==> src/rtl/cic_pkg.sv <==
// Shared definitions for the CIC decimator gain-control logic.
// Contents: data/gain widths, full-scale codes, default AGC tuning values,
// the AGC state enum and a gain clamp helper.
package cic_pkg;

  localparam int CIC_DW = 20;  // CIC output sample width (signed)
  localparam int GAIN_W = 8;   // CIC Gain port width

  localparam logic [CIC_DW-1:0] FS_POS = 20'h7FFFF;  // +full scale
  localparam logic [CIC_DW-1:0] FS_NEG = 20'h80000;  // -full scale (no positive twin)

  localparam int                WIN_LOG2_DEF     = 8;
  localparam logic [CIC_DW-1:0] HI_THR_DEF       = 20'd393216;  // 0.75 FS
  localparam logic [CIC_DW-1:0] LO_THR_DEF       = 20'd98304;   // 0.1875 FS
  localparam int                ATTACK_STEP_DEF  = 2;
  localparam int                HOLD_SAMPLES_DEF = 64;
  localparam logic [GAIN_W-1:0] GAIN_MIN_DEF     = 8'd0;
  localparam logic [GAIN_W-1:0] GAIN_MAX_DEF     = 8'd48;

  typedef enum logic [1:0] {
    ST_IDLE    = 2'd0,
    ST_MEASURE = 2'd1,
    ST_HOLD    = 2'd2,
    ST_DECIDE  = 2'd3
  } agc_state_t;

  // Limit a gain code to [lo, hi].
  function automatic logic [GAIN_W-1:0] clamp_gain(input logic [GAIN_W-1:0] g,
                                                   input logic [GAIN_W-1:0] lo,
                                                   input logic [GAIN_W-1:0] hi);
    logic [GAIN_W-1:0] r;
    r = g;
    if (g > hi) r = hi;
    else if (g < lo) r = lo;
    return r;
  endfunction

endpackage

==> src/rtl/cic_peak_det.sv <==
// Sample front end for the AGC: detects rising edges of the CIC output
// strobe, captures the sample, forms its saturated magnitude, tracks the
// window peak and flags overload samples.
// Ports:
//   i_osc_clk   clock (rising edge)
//   i_rst_n     synchronous reset, active low
//   i_d_clk     CIC output strobe level; a 0->1 transition marks a new sample
//   i_d_in      signed CIC output sample
//   i_peak_clr  clears the peak register (priority over update)
//   o_s_vld     one-cycle pulse: captured sample is valid this cycle
//   o_peak      largest magnitude seen since last clear
//   o_ovl       valid sample with magnitude >= HI_THR (combinational)
module cic_peak_det
  import cic_pkg::*;
#(
  parameter logic [CIC_DW-1:0] HI_THR = HI_THR_DEF
) (
  input  logic              i_osc_clk,
  input  logic              i_rst_n,
  input  logic              i_d_clk,
  input  logic [CIC_DW-1:0] i_d_in,
  input  logic              i_peak_clr,
  output logic              o_s_vld,
  output logic [CIC_DW-1:0] o_peak,
  output logic              o_ovl
);

  logic              r_dclk_d;
  logic              r_s_vld;
  logic [CIC_DW-1:0] r_sample;
  logic [CIC_DW-1:0] r_peak;
  logic [CIC_DW-1:0] w_mag;
  logic              w_dclk_rise;

  assign w_dclk_rise = i_d_clk & ~r_dclk_d;

  // Two's-complement negation of -FS wraps to itself, so pin it to +FS.
  always_comb begin
    w_mag = r_sample;
    if (r_sample == FS_NEG) w_mag = FS_POS;
    else if (r_sample[CIC_DW-1]) w_mag = -r_sample;
  end

  always_ff @(posedge i_osc_clk) begin
    if (!i_rst_n) begin
      r_dclk_d <= 1'b0;
      r_s_vld  <= 1'b0;
      r_sample <= '0;
      r_peak   <= '0;
    end else begin
      r_dclk_d <= i_d_clk;
      r_s_vld  <= w_dclk_rise;
      if (w_dclk_rise) r_sample <= i_d_in;
      if (i_peak_clr) r_peak <= '0;
      else if (r_s_vld && (w_mag > r_peak)) r_peak <= w_mag;
    end
  end

  assign o_s_vld = r_s_vld;
  assign o_peak  = r_peak;
  assign o_ovl   = r_s_vld && (w_mag >= HI_THR);

endmodule

==> src/rtl/cic_agc_ctrl.sv <==
// Automatic gain controller for the CIC decimator Gain (output shift) port.
// Fast attack on overload samples, slow windowed decay when the window peak
// stays quiet, hold-off after every gain step, manual bypass.
// Ports:
//   i_osc_clk      clock (rising edge)
//   i_rst_n        synchronous reset, active low
//   i_agc_en       1 = automatic, 0 = gain follows i_manual_gain
//   i_manual_gain  manual gain code (clamped to GAIN_MIN..GAIN_MAX)
//   i_d_clk        CIC output strobe level
//   i_d_in         signed CIC output sample
//   o_gain         gain code to the CIC
//   o_gain_upd     one-cycle pulse when o_gain changes
//   o_overload     one-cycle pulse per sample with |d_in| >= HI_THR
//   o_agc_state    current FSM state (debug)
module cic_agc_ctrl
  import cic_pkg::*;
#(
  parameter int                WIN_LOG2     = WIN_LOG2_DEF,
  parameter logic [CIC_DW-1:0] HI_THR       = HI_THR_DEF,
  parameter logic [CIC_DW-1:0] LO_THR       = LO_THR_DEF,
  parameter int                ATTACK_STEP  = ATTACK_STEP_DEF,
  parameter int                HOLD_SAMPLES = HOLD_SAMPLES_DEF,
  parameter logic [GAIN_W-1:0] GAIN_MIN     = GAIN_MIN_DEF,
  parameter logic [GAIN_W-1:0] GAIN_MAX     = GAIN_MAX_DEF
) (
  input  logic              i_osc_clk,
  input  logic              i_rst_n,
  input  logic              i_agc_en,
  input  logic [GAIN_W-1:0] i_manual_gain,
  input  logic              i_d_clk,
  input  logic [CIC_DW-1:0] i_d_in,
  output logic [GAIN_W-1:0] o_gain,
  output logic              o_gain_upd,
  output logic              o_overload,
  output logic [1:0]        o_agc_state
);

  localparam int                HOLD_W    = (HOLD_SAMPLES > 1) ? $clog2(HOLD_SAMPLES) : 1;
  localparam logic [HOLD_W-1:0] HOLD_LAST = HOLD_W'(HOLD_SAMPLES - 1);
  localparam logic [GAIN_W-1:0] ATK       = GAIN_W'(ATTACK_STEP);

  agc_state_t          r_state, w_state_next;
  logic [GAIN_W-1:0]   r_gain, w_gain_next;
  logic [WIN_LOG2-1:0] r_win_cnt, w_win_next;
  logic [HOLD_W-1:0]   r_hold_cnt, w_hold_next;
  logic                r_gain_upd;
  logic                r_overload;

  logic                w_s_vld;
  logic                w_ovl;
  logic [CIC_DW-1:0]   w_peak;
  logic                w_peak_clr;

  // The peak only accumulates while measuring; every other state keeps it
  // at zero so a fresh window always starts clean. DECIDE still sees the
  // full window peak because the clear lands at the end of that cycle.
  assign w_peak_clr = (r_state != ST_MEASURE);

  cic_peak_det #(
    .HI_THR(HI_THR)
  ) u_peak_det (
    .i_osc_clk (i_osc_clk),
    .i_rst_n   (i_rst_n),
    .i_d_clk   (i_d_clk),
    .i_d_in    (i_d_in),
    .i_peak_clr(w_peak_clr),
    .o_s_vld   (w_s_vld),
    .o_peak    (w_peak),
    .o_ovl     (w_ovl)
  );

  always_comb begin
    w_state_next = r_state;
    w_gain_next  = r_gain;
    w_win_next   = r_win_cnt;
    w_hold_next  = r_hold_cnt;

    case (r_state)
      ST_IDLE: begin
        w_gain_next = clamp_gain(i_manual_gain, GAIN_MIN, GAIN_MAX);
        if (i_agc_en) w_state_next = ST_MEASURE;
      end
      ST_MEASURE: begin
        if (w_s_vld) begin
          // Attack takes priority even on the last sample of a window.
          if (w_ovl) begin
            if ((r_gain - GAIN_MIN) >= ATK) w_gain_next = r_gain - ATK;
            else w_gain_next = GAIN_MIN;
            w_state_next = ST_HOLD;
          end else begin
            w_win_next = r_win_cnt + 1'b1;
            if (r_win_cnt == '1) w_state_next = ST_DECIDE;
          end
        end
      end
      ST_DECIDE: begin
        if ((w_peak < LO_THR) && (r_gain < GAIN_MAX)) begin
          w_gain_next  = r_gain + 1'b1;
          w_state_next = ST_HOLD;
        end else begin
          w_state_next = ST_MEASURE;
        end
      end
      ST_HOLD: begin
        if (w_s_vld) begin
          if (r_hold_cnt == HOLD_LAST) w_state_next = ST_MEASURE;
          else w_hold_next = r_hold_cnt + 1'b1;
        end
      end
      default: w_state_next = ST_IDLE;
    endcase

    // Disabling freezes the gain for one cycle; IDLE then loads the manual code.
    if (!i_agc_en && (r_state != ST_IDLE)) begin
      w_state_next = ST_IDLE;
      w_gain_next  = r_gain;
    end

    if (w_state_next != ST_MEASURE) w_win_next = '0;
    if (w_state_next != ST_HOLD) w_hold_next = '0;
  end

  always_ff @(posedge i_osc_clk) begin
    if (!i_rst_n) begin
      r_state    <= ST_IDLE;
      r_gain     <= GAIN_MIN;
      r_win_cnt  <= '0;
      r_hold_cnt <= '0;
      r_gain_upd <= 1'b0;
      r_overload <= 1'b0;
    end else begin
      r_state    <= w_state_next;
      r_gain     <= w_gain_next;
      r_win_cnt  <= w_win_next;
      r_hold_cnt <= w_hold_next;
      r_gain_upd <= (w_gain_next != r_gain);
      r_overload <= w_ovl;
    end
  end

  assign o_gain      = r_gain;
  assign o_gain_upd  = r_gain_upd;
  assign o_overload  = r_overload;
  assign o_agc_state = r_state;

endmodule

==> config.mk <==
export PLATFORM = sky130hd
export DESIGN_NAME = cic_agc_ctrl
export DESIGN_NICKNAME = d
export VERILOG_FILES = /design/src/rtl/cic_pkg.sv /design/src/rtl/cic_peak_det.sv /design/src/rtl/cic_agc_ctrl.sv
export SDC_FILE = /design/constraint.sdc
export NUM_CORES = 1
export LEC_CHECK = 0
export ABC_AREA = 0
export CORE_MARGIN = 4
export CORE_UTILIZATION = 42
export CTS_BUF_LIST = sky130_fd_sc_hd__clkbuf_4
export DETAILED_ROUTE_END_ITERATION = 6
export PLACE_DENSITY_LB_ADDON = 0.05
export SLEW_MARGIN = 40
export SYNTH_ARGS = -nofsm -noshare
export SYNTH_HDL_FRONTEND = slang
export SYNTH_SLANG_ARGS = --single-unit
export TNS_END_PERCENT = 100
==> constraint.sdc <==
create_clock -name i_osc_clk -period 5.55 [get_ports i_osc_clk]
set_clock_uncertainty 0.15 [all_clocks]
set_input_delay 1.11 -clock i_osc_clk [delete_from_list [all_inputs] [get_ports i_osc_clk]]
set_output_delay 1.11 -clock i_osc_clk [all_outputs]
set_load 0.005 [all_outputs]
[After elaboration in Yosys (flattened, before gate mapping)]
Index checks and enable logic that the tools add are counted.
Cells by class
  add/sub/neg operators: 5
  magnitude comparators: 7
  eq/ne operators: 10
  multiplexer cells: 19
  bitwise operators: 5
  reductions and logical operators: 12
Operator list (number)
  $mux 8: 7
  $mux 20: 2
  $pmux 8 s3: 1
  $eq 20x20->1 const B: 1
  $ge 20x19->1 const B: 1
  $gt 20x20->1: 1
  $lt 20x17->1 const B: 1
  $neg 20->20: 1
  $add 8x1->8 const B: 2
  $mux 2: 8
  $eq 8x8->1 const B: 1
  $ge 8x2->1 const B: 1
  $gt 8x6->1 const B: 1
  $lt 8x1->1 const B: 1
  $lt 8x6->1 const B: 1
  $ne 8x8->1: 1
  $pmux 2 s4: 1
  $sub 8x2->8 const B: 1
  $add 6x1->6 const B: 1
  $eq 6x6->1 const B: 1
  $reduce_and 3->1: 2
  $reduce_or 2->1: 3
  $eq 2x2->1 const B: 2
  $logic_and 1x1->1: 4
  other kinds (8): 12
Storage, ports and cells
  flip-flop bits (word level): 68
  bits of input ports: 32
  word-level logic and storage cells: 68

[Logic depth before layout (Yosys ltp)]
  depth after elaboration: 11
  depth in mapped cells: 16
  gate-level depth less buffers: 14

[Hierarchy]
From an unflattened synthesis, not the netlist that was laid out.
Second synthesis, totals
  cells, all modules: 552
  area, all modules: 4449.3 um2
By module, submodules not included
  cic_peak_det: instances 1, cells each 322, area an instance 2600.0 um2
  cic_agc_ctrl: instances 1, cells each 230, area an instance 1849.3 um2

[Least setup slack after synthesis]
Ideal clock, no wire load.
  path type: reg2reg
  start point: reg u_peak_det.r_sample[10]
  end point: reg u_peak_det.r_peak[0], in the netlist u_peak_det.o_peak[0]
  setup time: 142 ps
  arrival: 3795 ps
  setup slack: 1463 ps
  cell stages (with the launch flop): 16
  buffers on the path: 3
  period minus slack after synthesis: 4087 ps
  cell sequence: dfxtp_1 > or4_4 > or3_1 > or4_4 > buf_6 > buf_2 > nand2_1 > ha_1 > a21o_1 > a21o_1 > a21o_1 > a211o_1 > a211oi_1 > a211oi_1 > clkbuf_1 > mux2i_1
RTL lines
  start, declared: line cic_peak_det.sv:30  | logic [CIC_DW-1:0] r_sample;
  start signal, assigned: line cic_peak_det.sv:53  | if (w_dclk_rise) r_sample <= i_d_in;
  $eq 20x20->1: line cic_peak_det.sv:40  | if (r_sample == FS_NEG) w_mag = FS_POS;
  $mux 20: line cic_peak_det.sv:40
  net u_peak_det.w_mag[5]: line cic_peak_det.sv:32  | logic [CIC_DW-1:0] w_mag;
  $gt 20x20->1: line cic_peak_det.sv:55  | else if (r_s_vld && (w_mag > r_peak)) r_peak <= w_mag;
  $logic_and 1x1->1: line cic_peak_det.sv:55
  end signal, assigned: line cic_peak_det.sv:55
  end, declared: line cic_peak_det.sv:31  | logic [CIC_DW-1:0] r_peak;
The timed path passes the listed nets, and every way through them passes these cells.
A chain may end at the register's enable or synchronous reset.

[Worst setup path in the final report]
  start point: reg u_peak_det.r_sample[10]
  end point: reg u_peak_det.r_peak[16], in the netlist u_peak_det.o_peak[16]
Between the ends
  cells in the longest elaborated chain, start to end: 5
RTL lines
  $neg 20->20: line cic_peak_det.sv:41  | else if (r_sample[CIC_DW-1]) w_mag = -r_sample;
  $mux 20: line cic_peak_det.sv:41
  $mux 20 *: line cic_peak_det.sv:40
  net u_peak_det.w_mag[14]: line cic_peak_det.sv:32
  $gt 20x20->1 *: line cic_peak_det.sv:55
  $logic_and 1x1->1 *: line cic_peak_det.sv:55
The timed path passes the listed nets; every way through them passes the cells marked *.

==> metrics.md <==
| Metric | Value |
|---|---|
| Status | completed |
| Reg2Reg Depth | 14 |
| Crit path cell chain | or4_4, or3_1, or4_4, and3_4, nor2_4, ha_1, nand2_1, nor3_1, nand2_1, a21oi_1, a211oi_1, a211oi_4, buf_4, mux2i_1 |
| Layout cell share with drive strength beyond 1 | ~6.5% |
| Fin. max-slew vios | 0 |
| Arrival time at the worst endpoint | around 4800 ps |
| Final setup margin | about 980 ps |
| Clock share of power | about a third |
| Startpoint types | flop |
| Top cells by count, synth | nand2_1 (123), dfxtp_1 (68), a21oi_1 (42) |
| Netlist cell types | 65 |
| Cell depth of the worst setup path | 14 |
| H-tree levels | 3 |
| DR vias | roughly 4100 |
| Sequential area share after synthesis | ~30% |
| Crit path from | u_peak_det.r_sample[10] |
| Number of flops mapped to enable cells by yosys | 0 |
| Setup violators final | 0 |
| Max_slew headroom | roughly half |
| Count leader, synth | nand2_1 |
| Post-DRT Antenna Nets | 0 |
| P_int | 0.000803 W |
| Initial DRC Count | ~140 |
| Ratio of final minimum period to clock period | about 80% |
| Crit. End Element | flop |
| RR Startpoint | u_peak_det.r_sample[10] |
| WL/cell | approximately 15 um |
| Number of I/O pins | 44 |
| Global Route Usage Sum | 18.1% |
| Setup crit end | u_peak_det.o_peak[16] |
| Root buf cell | clkbuf_4 |
| Die height | approximately 110 um |
| Setup TNS | 0 ps |
| Worst r2r dst | u_peak_det.o_peak[16] |
| CP required | 5730 ps |
| Antenna cell count | 0 |
| Post-DP HPWL | 8.41 mm |
| Synth top area share | 30.4% |
| Dominant synthesized flop cell | dfxtp_1 |
| Measured slew at the worst slew-check pin | approximately 760 ps |
| Crit-path max FO | 16 |
| Comb power frac | a little over a fifth |
| Drt total wl | about 11 mm |
| Maximum VDD drop | 0.0000994 V |
| Clock sinks | 68 |
| Port Buffers | 43 |
| Layout Cells excl Fill | around 760 |
| M3 GR Usage | a little over 3% |
| CTS tree | done |
| Largest net degree at the start of global routing | roughly 40 |
| Die Width | roughly 110 um |
| PostCTS Resize Cnt | 0 |
| Fin util | about half |
| Mapped Cells | just under 600 |
| Clock Latency Late Sink | slightly above 400 ps |
| Placed cells | 740 |
| Final nets | ~670 |
| Buf/Inv on CP | 1 |
| Synthesized flop and latch total | 68 |
| Tmin final | ~4600 ps |
| Maxcap violations | 0 |
| Crit path kind | reg2reg |
| Yosys Warn Count | 0 |
| Synth Net Count | 646 |
| P&R area growth vs syn | 15.2% |
| PD cells | 223 nW/um2 |
| GR Layer Usage met1 | 22.2% |
| Largest cells by area after synthesis | dfxtp_1 (30%), nand2_1 (10%), ha_1 (7.6%), mux2i_1 (5.1%), a21oi_1 (4.7%) |
| Fin area | 5150 um2 |
| Reg clk slew, reported paths | around 110 ps |
| Vias in the first global route | approximately 4000 |
| Synth area leader | dfxtp_1 |
| Share of power burned in registers | roughly 46% |
| RSZ-0062 raised after global routing | no |
| Hold Vio Cnt, Final | 0 |
| Sw Share | between 30% and 40% |
| Max incr delay on CP | 700 ps |
| Core area | 10400 um2 |
| Clk buf depth | 2 |
| Leakage | 1.90 nW |
| Fmax | 219 MHz |
| Num CTS Buffers | 9 |
| CP top delay family | simple AND/OR/NAND/NOR gates |
| Worst min path class | reg2reg |
| First-pass GRT wire length | approximately 19 mm |
| Psw | approximately 0.00035 W |
| Residual DRC | 0 |
| Die Footprint | 12400 um2 |
| CP max stage cell | a211oi_4 |
| Gp weighted congestion | ~0.90 |
| Syn_area_per_cell | 7.62 um2 |
| Vias per inst | between 5 and 6 |
| Row count | 37 |
| Post-CTS Hold Fix Bufs | 0 |
| Post-DP Area | 4990 um2 |
| Setup slack at placement | 982 ps |
| Detailed Routing Iterations Pass 1 | 5 |
| Starting density of the core | between 40% and 50% |
| Grt peak-use layer | met2 |
| Worst R2R Setup Slack | a little under 1000 ps |
| Post-CTS Setup Bufs | 0 |
| Antenna violations before repair | 0 |
| Met2 Use GR | roughly 32% |
| GR Overflow Total | 0 |
| Async SR Flop Fraction | 0% |
| Fill cells | 1062 |
| Syn Std Cell Area | 4470 um2 |
## cell usage in the layout, fill, tap and decap left out, types with 3 or more instances in the layout
master / instances
nand2_1: 123
dfxtp_1: 68
clkdlybuf4s50_1: 43
a21oi_1: 42
nor2_1: 35
inv_1: 32
o21ai_0: 28
ha_1: 27
mux2i_1: 23
xor2_1: 17
nand3_1: 13
nand4_1: 13
a211oi_1: 10
and3_1: 10
clkbuf_4: 10
a21o_1: 9
a31oi_1: 8
nor3_1: 7
nor2b_1: 7
xnor2_1: 6
buf_4: 5
o211ai_1: 4
o21a_1: 4
or3_1: 4
and2_1: 4
and4_1: 3
nor4_1: 3
o41ai_1: 3
nand2b_1: 3
or4_1: 3
## area by class of cell
cell class	count	area, um2	area share (%)
Timing Repair Buffer	48	468	9.08
Clock buffer	10	75.1	1.46
Clock inverter	6	88.8	1.72
Inverter	33	124	2.40
Sequential cell	68	1360	26.4
Tap cell	136	170	3.30
Multi-Input combinational cell	455	2860	55.6
## registers in the layout, indices dropped and copies added (netlist names)
name                 cells
o_gain_upd               1
u_peak_det.o_peak       20
u_peak_det.r_dclk_d      1
o_overload               1
r_win_cnt                8
o_agc_state              2
u_peak_det.o_s_vld       1
o_gain                   8
r_hold_cnt               6
u_peak_det.r_sample     20
## stage by stage
stage | hold WS, ps | total power, W
2_1_floorplan | 256 | 0.000701
3_3_place_gp | 269 | 0.000780
3_5_place_dp | 273 | 0.000782
4_1_cts | 302 | 0.00116
5_1_grt | 342 | 0.00122
6_report | 293 | 0.00115
## kinds of logic after synthesis
logic type	synth area share (%)
AO/OA/AOI/OAI	19.6
multiplexers	5.15
XOR/XNOR	4.50
buffers and inverters	5.85
AND/OR/NAND/NOR	26.9
adder cells (fa/ha/maj)	7.55
flip-flops	30.4
## power by group through the flow
stage | sequential (W) | combinational, W | clock, W
2_1_floorplan | 0.000524 | 0.000177 | 0
3_3_place_gp | 0.000536 | 0.000245 | 0
3_5_place_dp | 0.000536 | 0.000246 | 0
4_1_cts | 0.000525 | 0.000248 | 0.000391
5_1_grt | 0.000528 | 0.000277 | 0.000412
6_report | 0.000525 | 0.000247 | 0.000378
## how the worst min path moves through the flow
stage / startpoint / endpoint / depth (start not counted)
after floorplan: u_peak_det.r_dclk_d / u_peak_det.o_s_vld / 1
after global placement: u_peak_det.r_dclk_d / u_peak_det.o_s_vld / 1
after detailed placement: u_peak_det.r_dclk_d / u_peak_det.o_s_vld / 1
after CTS: u_peak_det.r_dclk_d / u_peak_det.o_s_vld / 1
after global routing: u_peak_det.o_peak[5] / u_peak_det.o_peak[5] / 2
final: u_peak_det.r_dclk_d / u_peak_det.o_s_vld / 1
## per-layer routing
layer | vias to the layer above | routed length, um
met3 | 16 | 507
met2 | 101 | 5420
met4 | 0 | 180
met5 | - | 0
met1 | 1877 | 4960
li1 | 2124 | -
Power figures use the tool's default switching activity.
